File: src/rtl/exec_pkg.sv
// Shared definitions for the execute stage.
//   alu_op_e   : 4-bit ALU operation codes driven by decode
//   md_state_e : iterative multiply/divide controller states
//   is_muldiv  : true for the codes that run on the iterative unit
package exec_pkg;

  typedef enum logic [3:0] {
    ALU_ADD   = 4'd0,
    ALU_SUB   = 4'd1,
    ALU_AND   = 4'd2,
    ALU_OR    = 4'd3,
    ALU_XOR   = 4'd4,
    ALU_NOR   = 4'd5,
    ALU_SLT   = 4'd6,
    ALU_SLTU  = 4'd7,
    ALU_SLL   = 4'd8,
    ALU_SRL   = 4'd9,
    ALU_SRA   = 4'd10,
    ALU_LUI   = 4'd11,
    ALU_MULU  = 4'd12,
    ALU_DIVU  = 4'd13,
    ALU_MFHI  = 4'd14,
    ALU_PASSA = 4'd15
  } alu_op_e;

  typedef enum logic [1:0] {
    MD_IDLE,
    MD_BUSY,
    MD_DONE
  } md_state_e;

  function automatic logic is_muldiv(input logic [3:0] code);
    return (code == ALU_MULU) || (code == ALU_DIVU);
  endfunction

endpackage

File: src/rtl/exec_stage_mc_if.sv
// Decode-side and memory-side signals of the execute stage.
//   master : the surrounding pipeline (decode drives d_*/in_valid, memory drives out_ready)
//   slave  : the execute stage itself
interface exec_stage_mc_if #(
  parameter int WIDTH  = 32,
  parameter int REG_AW = 5
);
  logic              flush;
  logic              in_valid;
  logic              in_ready;
  logic              d_reg_dst, d_alu_src, d_mem_to_reg, d_reg_write, d_mem_wr;
  logic              d_branch, d_jump, d_jal, d_jar, d_loadext;
  logic [3:0]        d_alu_ctrl;
  logic [1:0]        d_dsize, d_fpoint;
  logic [WIDTH-1:0]  d_imm, d_bus_a, d_bus_b, d_next_addr;
  logic [REG_AW-1:0] d_rd, d_rt;

  logic              out_valid;
  logic              out_ready;
  logic              mem_wr, branch, mem_to_reg, reg_wr, jump, jal, jar, loadext;
  logic [1:0]        dsize, fpoint;
  logic              zero;
  logic [WIDTH-1:0]  alu_out, bus_b, branch_target;
  logic [REG_AW-1:0] rw;
  logic              busy;

  modport master (
    output flush, in_valid, d_reg_dst, d_alu_src, d_mem_to_reg, d_reg_write, d_mem_wr,
           d_branch, d_jump, d_jal, d_jar, d_loadext, d_alu_ctrl, d_dsize, d_fpoint,
           d_imm, d_bus_a, d_bus_b, d_next_addr, d_rd, d_rt, out_ready,
    input  in_ready, out_valid, mem_wr, branch, mem_to_reg, reg_wr, jump, jal, jar,
           loadext, dsize, fpoint, zero, alu_out, bus_b, branch_target, rw, busy
  );

  modport slave (
    input  flush, in_valid, d_reg_dst, d_alu_src, d_mem_to_reg, d_reg_write, d_mem_wr,
           d_branch, d_jump, d_jal, d_jar, d_loadext, d_alu_ctrl, d_dsize, d_fpoint,
           d_imm, d_bus_a, d_bus_b, d_next_addr, d_rd, d_rt, out_ready,
    output in_ready, out_valid, mem_wr, branch, mem_to_reg, reg_wr, jump, jal, jar,
           loadext, dsize, fpoint, zero, alu_out, bus_b, branch_target, rw, busy
  );
endinterface

File: src/rtl/iter_muldiv.sv
// Iterative unsigned multiply / restoring divide, one bit per cycle.
//   start/op : begin an operation (op=0 MULU, op=1 DIVU) with operands a, b
//   ack      : result consumed, leave DONE
//   flush    : abandon any operation, return to IDLE
//   done     : result valid on lo (product low / quotient), hi (product high / remainder)
//   busy     : controller not IDLE
// CYCLES must equal WIDTH for the shift sequence to cover every operand bit.
module iter_muldiv
  import exec_pkg::*;
#(
  parameter int WIDTH  = 32,
  parameter int CYCLES = WIDTH
) (
  input  logic             clk,
  input  logic             rst_n,
  input  logic             start,
  input  logic             op,
  input  logic             ack,
  input  logic             flush,
  input  logic [WIDTH-1:0] a,
  input  logic [WIDTH-1:0] b,
  output logic             done,
  output logic             busy,
  output logic [WIDTH-1:0] lo,
  output logic [WIDTH-1:0] hi
);

  localparam int CW = $clog2(CYCLES + 1);

  md_state_e        state, state_next;
  logic [CW-1:0]    cnt;
  logic             div_q;
  // acc: running high product / partial remainder; q: multiplier / dividend-quotient.
  logic [WIDTH-1:0] acc, q, m;
  logic [WIDTH-1:0] acc_step, q_step;
  logic [WIDTH:0]   sum, r_sh;

  // NOTE: every always_comb output gets a default first so no path leaves it unassigned (latch).
  always_comb begin
    state_next = state;
    case (state)
      MD_IDLE: if (start) state_next = MD_BUSY;
      MD_BUSY: if (cnt == CW'(1)) state_next = MD_DONE;
      MD_DONE: if (ack) state_next = MD_IDLE;
      default: state_next = MD_IDLE;
    endcase
    if (flush) state_next = MD_IDLE;
  end

  // One iteration: shift-add for multiply, compare/subtract-and-shift for divide.
  // A zero divisor always "fits", yielding an all-ones quotient and remainder = dividend.
  always_comb begin
    acc_step = '0;
    q_step   = '0;
    sum      = {1'b0, acc} + (q[0] ? {1'b0, m} : '0);
    r_sh     = {acc, q[WIDTH-1]};
    if (div_q) begin
      if (r_sh >= {1'b0, m}) begin
        acc_step = WIDTH'(r_sh - {1'b0, m});
        q_step   = {q[WIDTH-2:0], 1'b1};
      end else begin
        acc_step = r_sh[WIDTH-1:0];
        q_step   = {q[WIDTH-2:0], 1'b0};
      end
    end else begin
      acc_step = sum[WIDTH:1];
      q_step   = {sum[0], q[WIDTH-1:1]};
    end
  end

  // NOTE: sequential state uses non-blocking assignments so all flops update together at the edge.
  always_ff @(posedge clk or negedge rst_n) begin
    if (!rst_n) state <= MD_IDLE;
    else        state <= state_next;
  end

  // NOTE: the datapath registers are reset as well, so lo/hi never present X after reset.
  always_ff @(posedge clk or negedge rst_n) begin
    if (!rst_n) begin
      cnt   <= '0;
      div_q <= 1'b0;
      acc   <= '0;
      q     <= '0;
      m     <= '0;
    end else if (flush) begin
      cnt <= '0;
    end else if (state == MD_IDLE && start) begin
      cnt   <= CW'(CYCLES);
      div_q <= op;
      acc   <= '0;
      q     <= a;
      m     <= b;
    end else if (state == MD_BUSY) begin
      cnt <= cnt - CW'(1);
      acc <= acc_step;
      q   <= q_step;
    end
  end

  assign done = (state == MD_DONE);
  assign busy = (state != MD_IDLE);
  assign lo   = q;
  assign hi   = acc;

endmodule

File: src/rtl/exec_stage_mc.sv
// Execute stage: single-cycle ALU, branch target / destination generation,
// iterative MULU/DIVU with a HI register, and the EX/MEM pipeline register.
//   clk, rst_n : clock, asynchronous active-low reset
//   bus        : decode inputs (d_*, in_valid/in_ready), flush, registered
//                EX/MEM outputs (out_valid/out_ready handshake), busy
module exec_stage_mc
  import exec_pkg::*;
#(
  parameter int WIDTH     = 32,
  parameter int REG_AW    = 5,
  parameter int MD_CYCLES = WIDTH
) (
  input  logic           clk,
  input  logic           rst_n,
  exec_stage_mc_if.slave bus
);

  localparam int SHW = $clog2(WIDTH);

  typedef struct packed {
    logic              mem_wr, branch, mem_to_reg, reg_wr, jump, jal, jar, loadext;
    logic [1:0]        dsize, fpoint;
    logic [WIDTH-1:0]  bus_b, branch_target;
    logic [REG_AW-1:0] rw;
  } ctrl_t;

  typedef struct packed {
    ctrl_t            ctrl;
    logic [WIDTH-1:0] alu_out;
    logic             zero;
  } out_t;

  out_t             out_q;
  ctrl_t            pend_q;   // controls of the op currently in the mul/div unit
  ctrl_t            ctrl_in;
  logic             out_valid_q;
  logic [WIDTH-1:0] hi_q;
  logic [WIDTH-1:0] op_b, alu_res;
  logic             slot_free, accept, is_md, md_start, md_ack;
  logic             md_done, md_busy;
  logic [WIDTH-1:0] md_lo, md_hi;

  assign slot_free    = !out_valid_q || bus.out_ready;
  assign bus.in_ready = rst_n && !md_busy && slot_free && !bus.flush;
  assign accept       = bus.in_valid && bus.in_ready;
  assign is_md        = is_muldiv(bus.d_alu_ctrl);
  assign md_start     = accept && is_md;
  // Completion waits for a free output slot; a flush in the same cycle wins.
  assign md_ack       = md_done && slot_free && !bus.flush;

  assign op_b = bus.d_alu_src ? bus.d_imm : bus.d_bus_b;

  always_comb begin
    ctrl_in               = '0;
    ctrl_in.mem_wr        = bus.d_mem_wr;
    ctrl_in.branch        = bus.d_branch;
    ctrl_in.mem_to_reg    = bus.d_mem_to_reg;
    ctrl_in.reg_wr        = bus.d_reg_write;
    ctrl_in.jump          = bus.d_jump;
    ctrl_in.jal           = bus.d_jal;
    ctrl_in.jar           = bus.d_jar;
    ctrl_in.loadext       = bus.d_loadext;
    ctrl_in.dsize         = bus.d_dsize;
    ctrl_in.fpoint        = bus.d_fpoint;
    ctrl_in.bus_b         = bus.d_bus_b;
    ctrl_in.branch_target = bus.d_next_addr + (bus.d_imm << 2);
    ctrl_in.rw            = bus.d_jal ? '1 : (bus.d_reg_dst ? bus.d_rd : bus.d_rt);
  end

  always_comb begin
    alu_res = '0;
    case (bus.d_alu_ctrl)
      ALU_ADD:   alu_res = bus.d_bus_a + op_b;
      ALU_SUB:   alu_res = bus.d_bus_a - op_b;
      ALU_AND:   alu_res = bus.d_bus_a & op_b;
      ALU_OR:    alu_res = bus.d_bus_a | op_b;
      ALU_XOR:   alu_res = bus.d_bus_a ^ op_b;
      ALU_NOR:   alu_res = ~(bus.d_bus_a | op_b);
      ALU_SLT:   alu_res = {{(WIDTH-1){1'b0}}, $signed(bus.d_bus_a) < $signed(op_b)};
      ALU_SLTU:  alu_res = {{(WIDTH-1){1'b0}}, bus.d_bus_a < op_b};
      ALU_SLL:   alu_res = bus.d_bus_a << op_b[SHW-1:0];
      ALU_SRL:   alu_res = bus.d_bus_a >> op_b[SHW-1:0];
      ALU_SRA:   alu_res = WIDTH'($signed(bus.d_bus_a) >>> op_b[SHW-1:0]);
      ALU_LUI:   alu_res = op_b << (WIDTH / 2);
      ALU_MFHI:  alu_res = hi_q;
      ALU_PASSA: alu_res = bus.d_bus_a;
      default:   alu_res = '0;   // MULU/DIVU results come from the iterative unit
    endcase
  end

  iter_muldiv #(
    .WIDTH  (WIDTH),
    .CYCLES (MD_CYCLES)
  ) u_muldiv (
    .clk   (clk),
    .rst_n (rst_n),
    .start (md_start),
    .op    (bus.d_alu_ctrl == ALU_DIVU),
    .ack   (md_ack),
    .flush (bus.flush),
    .a     (bus.d_bus_a),
    .b     (op_b),
    .done  (md_done),
    .busy  (md_busy),
    .lo    (md_lo),
    .hi    (md_hi)
  );

  // EX/MEM register: drain on out_ready, then a completion or a single-cycle
  // accept may reload it in the same cycle. Accept and completion are exclusive
  // because accept requires the mul/div unit to be idle.
  always_ff @(posedge clk or negedge rst_n) begin
    if (!rst_n) begin
      out_valid_q <= 1'b0;
      out_q       <= '0;
      pend_q      <= '0;
      hi_q        <= '0;
    end else if (bus.flush) begin
      out_valid_q <= 1'b0;
    end else begin
      if (bus.out_ready) out_valid_q <= 1'b0;
      if (md_ack) begin
        out_valid_q <= 1'b1;
        out_q       <= '{ctrl: pend_q, alu_out: md_lo, zero: (md_lo == '0)};
        hi_q        <= md_hi;
      end else if (accept && !is_md) begin
        out_valid_q <= 1'b1;
        out_q       <= '{ctrl: ctrl_in, alu_out: alu_res, zero: (alu_res == '0)};
      end
      if (md_start) pend_q <= ctrl_in;
    end
  end

  assign bus.out_valid     = out_valid_q;
  assign bus.mem_wr        = out_q.ctrl.mem_wr;
  assign bus.branch        = out_q.ctrl.branch;
  assign bus.mem_to_reg    = out_q.ctrl.mem_to_reg;
  assign bus.reg_wr        = out_q.ctrl.reg_wr;
  assign bus.jump          = out_q.ctrl.jump;
  assign bus.jal           = out_q.ctrl.jal;
  assign bus.jar           = out_q.ctrl.jar;
  assign bus.loadext       = out_q.ctrl.loadext;
  assign bus.dsize         = out_q.ctrl.dsize;
  assign bus.fpoint        = out_q.ctrl.fpoint;
  assign bus.bus_b         = out_q.ctrl.bus_b;
  assign bus.branch_target = out_q.ctrl.branch_target;
  assign bus.rw            = out_q.ctrl.rw;
  assign bus.alu_out       = out_q.alu_out;
  assign bus.zero          = out_q.zero;
  assign bus.busy          = md_busy;

endmodule

File: src/flat_wrapper.sv
// flat-port wrapper written by rule: the top's interface ports become plain ports
module exec_stage_mc_flat import exec_pkg::*;
#(
  parameter int WIDTH     = 32,
  parameter int REG_AW    = 5,
  parameter int MD_CYCLES = WIDTH
)
  (clk, rst_n, bus_flush, bus_in_valid, bus_d_reg_dst, bus_d_alu_src, bus_d_mem_to_reg, bus_d_reg_write, bus_d_mem_wr, bus_d_branch, bus_d_jump, bus_d_jal, bus_d_jar, bus_d_loadext, bus_d_alu_ctrl, bus_d_dsize, bus_d_fpoint, bus_d_imm, bus_d_bus_a, bus_d_bus_b, bus_d_next_addr, bus_d_rd, bus_d_rt, bus_out_ready, bus_in_ready, bus_out_valid, bus_mem_wr, bus_branch, bus_mem_to_reg, bus_reg_wr, bus_jump, bus_jal, bus_jar, bus_loadext, bus_dsize, bus_fpoint, bus_zero, bus_alu_out, bus_bus_b, bus_branch_target, bus_rw, bus_busy);
  exec_stage_mc_if #(.WIDTH(WIDTH), .REG_AW(REG_AW)) bus_i ();
  input  logic clk;
  input  logic rst_n;
  input wire logic [$bits(bus_i.flush)-1:0] bus_flush;
  input wire logic [$bits(bus_i.in_valid)-1:0] bus_in_valid;
  input wire logic [$bits(bus_i.d_reg_dst)-1:0] bus_d_reg_dst;
  input wire logic [$bits(bus_i.d_alu_src)-1:0] bus_d_alu_src;
  input wire logic [$bits(bus_i.d_mem_to_reg)-1:0] bus_d_mem_to_reg;
  input wire logic [$bits(bus_i.d_reg_write)-1:0] bus_d_reg_write;
  input wire logic [$bits(bus_i.d_mem_wr)-1:0] bus_d_mem_wr;
  input wire logic [$bits(bus_i.d_branch)-1:0] bus_d_branch;
  input wire logic [$bits(bus_i.d_jump)-1:0] bus_d_jump;
  input wire logic [$bits(bus_i.d_jal)-1:0] bus_d_jal;
  input wire logic [$bits(bus_i.d_jar)-1:0] bus_d_jar;
  input wire logic [$bits(bus_i.d_loadext)-1:0] bus_d_loadext;
  input wire logic [$bits(bus_i.d_alu_ctrl)-1:0] bus_d_alu_ctrl;
  input wire logic [$bits(bus_i.d_dsize)-1:0] bus_d_dsize;
  input wire logic [$bits(bus_i.d_fpoint)-1:0] bus_d_fpoint;
  input wire logic [$bits(bus_i.d_imm)-1:0] bus_d_imm;
  input wire logic [$bits(bus_i.d_bus_a)-1:0] bus_d_bus_a;
  input wire logic [$bits(bus_i.d_bus_b)-1:0] bus_d_bus_b;
  input wire logic [$bits(bus_i.d_next_addr)-1:0] bus_d_next_addr;
  input wire logic [$bits(bus_i.d_rd)-1:0] bus_d_rd;
  input wire logic [$bits(bus_i.d_rt)-1:0] bus_d_rt;
  input wire logic [$bits(bus_i.out_ready)-1:0] bus_out_ready;
  output wire logic [$bits(bus_i.in_ready)-1:0] bus_in_ready;
  output wire logic [$bits(bus_i.out_valid)-1:0] bus_out_valid;
  output wire logic [$bits(bus_i.mem_wr)-1:0] bus_mem_wr;
  output wire logic [$bits(bus_i.branch)-1:0] bus_branch;
  output wire logic [$bits(bus_i.mem_to_reg)-1:0] bus_mem_to_reg;
  output wire logic [$bits(bus_i.reg_wr)-1:0] bus_reg_wr;
  output wire logic [$bits(bus_i.jump)-1:0] bus_jump;
  output wire logic [$bits(bus_i.jal)-1:0] bus_jal;
  output wire logic [$bits(bus_i.jar)-1:0] bus_jar;
  output wire logic [$bits(bus_i.loadext)-1:0] bus_loadext;
  output wire logic [$bits(bus_i.dsize)-1:0] bus_dsize;
  output wire logic [$bits(bus_i.fpoint)-1:0] bus_fpoint;
  output wire logic [$bits(bus_i.zero)-1:0] bus_zero;
  output wire logic [$bits(bus_i.alu_out)-1:0] bus_alu_out;
  output wire logic [$bits(bus_i.bus_b)-1:0] bus_bus_b;
  output wire logic [$bits(bus_i.branch_target)-1:0] bus_branch_target;
  output wire logic [$bits(bus_i.rw)-1:0] bus_rw;
  output wire logic [$bits(bus_i.busy)-1:0] bus_busy;
  assign bus_i.flush = bus_flush;
  assign bus_i.in_valid = bus_in_valid;
  assign bus_i.d_reg_dst = bus_d_reg_dst;
  assign bus_i.d_alu_src = bus_d_alu_src;
  assign bus_i.d_mem_to_reg = bus_d_mem_to_reg;
  assign bus_i.d_reg_write = bus_d_reg_write;
  assign bus_i.d_mem_wr = bus_d_mem_wr;
  assign bus_i.d_branch = bus_d_branch;
  assign bus_i.d_jump = bus_d_jump;
  assign bus_i.d_jal = bus_d_jal;
  assign bus_i.d_jar = bus_d_jar;
  assign bus_i.d_loadext = bus_d_loadext;
  assign bus_i.d_alu_ctrl = bus_d_alu_ctrl;
  assign bus_i.d_dsize = bus_d_dsize;
  assign bus_i.d_fpoint = bus_d_fpoint;
  assign bus_i.d_imm = bus_d_imm;
  assign bus_i.d_bus_a = bus_d_bus_a;
  assign bus_i.d_bus_b = bus_d_bus_b;
  assign bus_i.d_next_addr = bus_d_next_addr;
  assign bus_i.d_rd = bus_d_rd;
  assign bus_i.d_rt = bus_d_rt;
  assign bus_i.out_ready = bus_out_ready;
  assign bus_in_ready = bus_i.in_ready;
  assign bus_out_valid = bus_i.out_valid;
  assign bus_mem_wr = bus_i.mem_wr;
  assign bus_branch = bus_i.branch;
  assign bus_mem_to_reg = bus_i.mem_to_reg;
  assign bus_reg_wr = bus_i.reg_wr;
  assign bus_jump = bus_i.jump;
  assign bus_jal = bus_i.jal;
  assign bus_jar = bus_i.jar;
  assign bus_loadext = bus_i.loadext;
  assign bus_dsize = bus_i.dsize;
  assign bus_fpoint = bus_i.fpoint;
  assign bus_zero = bus_i.zero;
  assign bus_alu_out = bus_i.alu_out;
  assign bus_bus_b = bus_i.bus_b;
  assign bus_branch_target = bus_i.branch_target;
  assign bus_rw = bus_i.rw;
  assign bus_busy = bus_i.busy;
  exec_stage_mc #(.WIDTH(WIDTH), .REG_AW(REG_AW), .MD_CYCLES(MD_CYCLES)) u_core (.clk(clk), .rst_n(rst_n), .bus(bus_i));
endmodule
File: config.mk
export PLATFORM = sky130hd
export DESIGN_NAME = exec_stage_mc_flat
export DESIGN_NICKNAME = d
export VERILOG_FILES = /design/src/rtl/exec_pkg.sv /design/src/rtl/exec_stage_mc_if.sv /design/src/rtl/iter_muldiv.sv /design/src/rtl/exec_stage_mc.sv /design/src/flat_wrapper.sv
export SDC_FILE = /design/constraint.sdc
export NUM_CORES = 2
export LEC_CHECK = 0
export BUFFER_PORTS_ARGS = -buffer_cell sky130_fd_sc_hd__buf_2
export CELL_PAD_IN_SITES_DETAIL_PLACEMENT = 1
export CELL_PAD_IN_SITES_GLOBAL_PLACEMENT = 1
export CORE_UTILIZATION = 41
export CTS_CLUSTER_DIAMETER = 40
export DETAILED_ROUTE_END_ITERATION = 10
export GPL_TIMING_DRIVEN = 1
export PLACE_DENSITY_LB_ADDON = 0.1
export SLEW_MARGIN = 20
export SYNTH_ARGS = -nofsm -noshare
export SYNTH_HDL_FRONTEND = slang
export SYNTH_SLANG_ARGS = --single-unit
File: constraint.sdc
create_clock -name clk -period 3.9 [get_ports clk]
set_input_delay 0.195 -clock clk [delete_from_list [all_inputs] [get_ports clk]]
set_output_delay 0.195 -clock clk [all_outputs]
set_load 0.02 [all_outputs]
==> impl_results.md <==
- Status: finished with violations
- Failing checks: hold timing, setup timing
- Synth async-reset ratio: between 90% and 100%
- Largest net degree at the start of global routing: 183
- GR Overflow Total: 0
- Grt met1 use: 57.0%
- Tcrit/Tclk final: 104%
- Worst-path cell chain: buf_16 -> buf_16 -> mux2i_4 -> ha_1 -> buf_4 -> nand2_1 -> nor4_4 -> nor3_1 -> o21ai_0 -> o22ai_1 -> a2111oi_2 -> nand2_1 -> nor4_4 -> buf_4 -> nand4_1 -> nor3_2 -> nand4_1 -> o41ai_2
- Min Hold Slack: -0.00584 ns
- Std cell rows: 97
- Commonest non-fill, non-tap cells in the layout: 771 x buf_4, 602 x nand2_1, 331 x dfrtp_1
- CTS tree: done
- Area Growth Syn to Fin: 40.8%
- Nets@finish: 4,983
- Area occupied by multi-input gates: 20,400 sq um
- Number of global-route vias before repair: between 30,000 and 40,000
- Yosys warning total: 0
- Worst-path clk slew: 0.07 ns
- Max-Cap Viols: 0
- Fin crit period: 4.05 ns
- Flip-flop count of the largest register after layout: 81
- Max stage delay on crit path: 0.58 ns
- Die height: 269 microns
- Kind of cell adding the most delay to the critical path: simple AND/OR/NAND/NOR gates
- Die Wd: 269 microns
- Antenna-violating nets left: 0
- CTS root buffer: clkbuf_16
- Setup CP Type: input port to register
- Most flops, register: u_core.pend_q
- Leak pwr: 19.8 nW
- Max H-tree Level: 2
- Peak VDD IR: 0.417 mV
- Syn_nets: about 4,000
- Syn Inst Count: 3,651
- RSZ-0062 raised after global routing: true
- Synth Cell Area: 29,200 sq um
- Worst-margin pin slew: 1.18 ns
- I/O pin total: between 200 and 300
- Clk_lat worst skew: 0.68 ns
- Max frequency: between 200 and 250 MHz
- Startpoint types: input port
- Avg Vias per Cell: 6.75
- CP endpoint kind: register
- Hold Crit Class: input port to register
- WL/cell: 33.5 microns
- Mux share of post-synthesis cell area: 9.12%
- Starting DRT DRC Count: 4,460
- Placed wire-length estimate: 129,000 microns
- Worst path buffer plus inverter count: 4
- Met3 usage: between 10 and 15%
- Port bufs: 277
- Arrival time at the worst endpoint: roughly 4.6 ns
- Clock Tree Buf Depth: 3
- RD Place Congestion: 1.10
- GRT Overall Usage: approximately half
- Post-Synth Adder-Cell Area: 8.96%
- Post-synthesis simple-gate area fraction: 19.1%
- DIE AREA: 72,300 sq um
- Register bit count reported by yosys: between 300 and 400
- Grt peak-use layer: met2
- Clk_skew: 0.0600 ns
- Met2 usage: about three quarters
- Final hold vios: 2
- First-pass GRT wire length: 262,000 microns
- Sequential share of the synthesized area: between 20% and 30%
- Layout cells sized above 1: approximately 31%
- Reg area: 8340 sq um
- # setup viols final: 4
- Worst Path Required: roughly 4.5 ns
- Antenna violations before repair: 15
- Complex-gate fraction of the synthesized area: 26.0%
- Slew Limit Fails: 0
- Power per standard cell area: 455 nW/um^2
- Slew margin rel.: 21.5%
- Commonest non-fill, non-tap cell in the layout: buf_4
- Vias: 37,930
- Synth unique cells: 92
- Core area: 70,300 sq um
- Drt first pass iters: 7
- Number of fill cells in the layout: 8,295
- Slowest-stage cell, CP: nor4_4
- Largest family of logic cells by synthesized area: compound AO/OA/AOI/OAI gates
- Setup ws final: -0.154 ns
- Worst-path fanout max: 5
- Number of enable flip-flop cells after synthesis: 0
- Starting Density: 41.5%
- Synthesized area per cell: 8.00 sq um
- Final WL: 188,000 microns
- Num CTS Buffers: 58
- Post-Synth XOR/XNOR Area: 2.70%
- Main flop type after synthesis: dfrtp_1
- DP Worst Slack: -1.78 ns
- # clock sinks: between 300 and 400
- # DRC: 0
[worst min-delay path, delay by kind of cell]
family	cells	cell delay [ns]
AND/OR/NAND/NOR	1	0.14
AO/OA/AOI/OAI	2	0.22
buffers and inverters	1	0.07
[cell type report]
class                   instances  share of cell area, %
diodes                         12                 0.0731
clock buffers                  63                   3.70
clock inverters                46                   1.18
inverters                     164                   1.52
multi-input cells            2914                   49.5
flip-flops and latches        333                   20.3
well taps                     940                   2.86
repair buffers               1145                   20.9
[power by group]
group	total, W	internal, W	switching [W]
Clock	0.00541	0.00306	0.00235
Sequential	0.00503	0.00414	0.000885
Combinational	0.00826	0.00333	0.00494
Total	0.0187	0.0105	0.00817
[worst paths after layout]
path / from / cells past startpoint / slack [ns] / to
worst min register to register: u_core.bus.alu_out[8] / 2 / 0.49 / u_core.bus.alu_out[8]
worst max-delay path: bus_d_alu_src / 18 / -0.15 / u_core.bus.zero
worst max register to register: u_core.hi_q[4] / 14 / -0.02 / u_core.bus.zero
min in group asynchronous: rst_n / 3 / 0.36 / u_core.u_muldiv.lo[5]
worst min-delay path: bus_d_rt[2] / 4 / -0.006 / u_core.pend_q[2]
max in group asynchronous: rst_n / 4 / 2.07 / u_core.u_muldiv.div_q
[metrics by stage]
step | instance area, sq um | TNS (ns) | std cells | power (W) | util, %
2_1_floorplan | 29500 | -0.0366 | 3651 | 0.00856 | -
3_3_place_gp | 36900 | -15.59 | 5385 | 0.0116 | 52.5
3_5_place_dp | 36900 | -15.87 | 5386 | 0.0120 | 52.5
4_1_cts | 40200 | -0.0144 | 5579 | 0.0176 | 57.2
5_1_grt | 41100 | -0.622 | 5611 | 0.0192 | 58.5
6_report | 41100 | -0.185 | 5617 | 0.0187 | 58.5
[synthesized netlist by cell type, types with 61 or more instances]
master	count	share of area, %
nand2_1	606	7.8
nor2_1	315	4.1
a21oi_1	233	4.0
o22ai_1	71	1.5
mux2i_1	129	4.4
a21o_1	61	1.6
o21ai_0	275	4.7
dfrtp_1	333	29
o211ai_1	72	1.9
a22oi_1	99	2.5
ha_1	201	8.6
inv_1	158	2.0
clkbuf_1	171	2.2
nor3_1	63	1.1
[logic make-up (layout without fill, tap and decap cells)]
logic type | count (synthesis) | after routing
AO/OA/AOI/OAI | 1151 | 1151
XOR/XNOR | 90 | 90
adder cells (fa/ha/maj) | 206 | 206
buffers and inverters | 404 | 1418
flip-flops | 333 | 333
multiplexers | 192 | 192
other | 0 | 12
AND/OR/NAND/NOR | 1275 | 1275
[routing by layer]
layer	vias up	part of all wire, %
met5	-	0.041
met4	12	9.5
met3	1069	12
met2	2876	44
met1	18738	35
li1	15235	-
[repair_timing]
action	CTS	global route
resized for setup	95	108
hold buffers	54	0
cloned	1	6
endpoints found under the hold margin	117	0
endpoints found under the setup margin	17	25
pin swaps	40	41
setup buffers	29	19
Note: power is estimated with default switching activity, not from simulation.
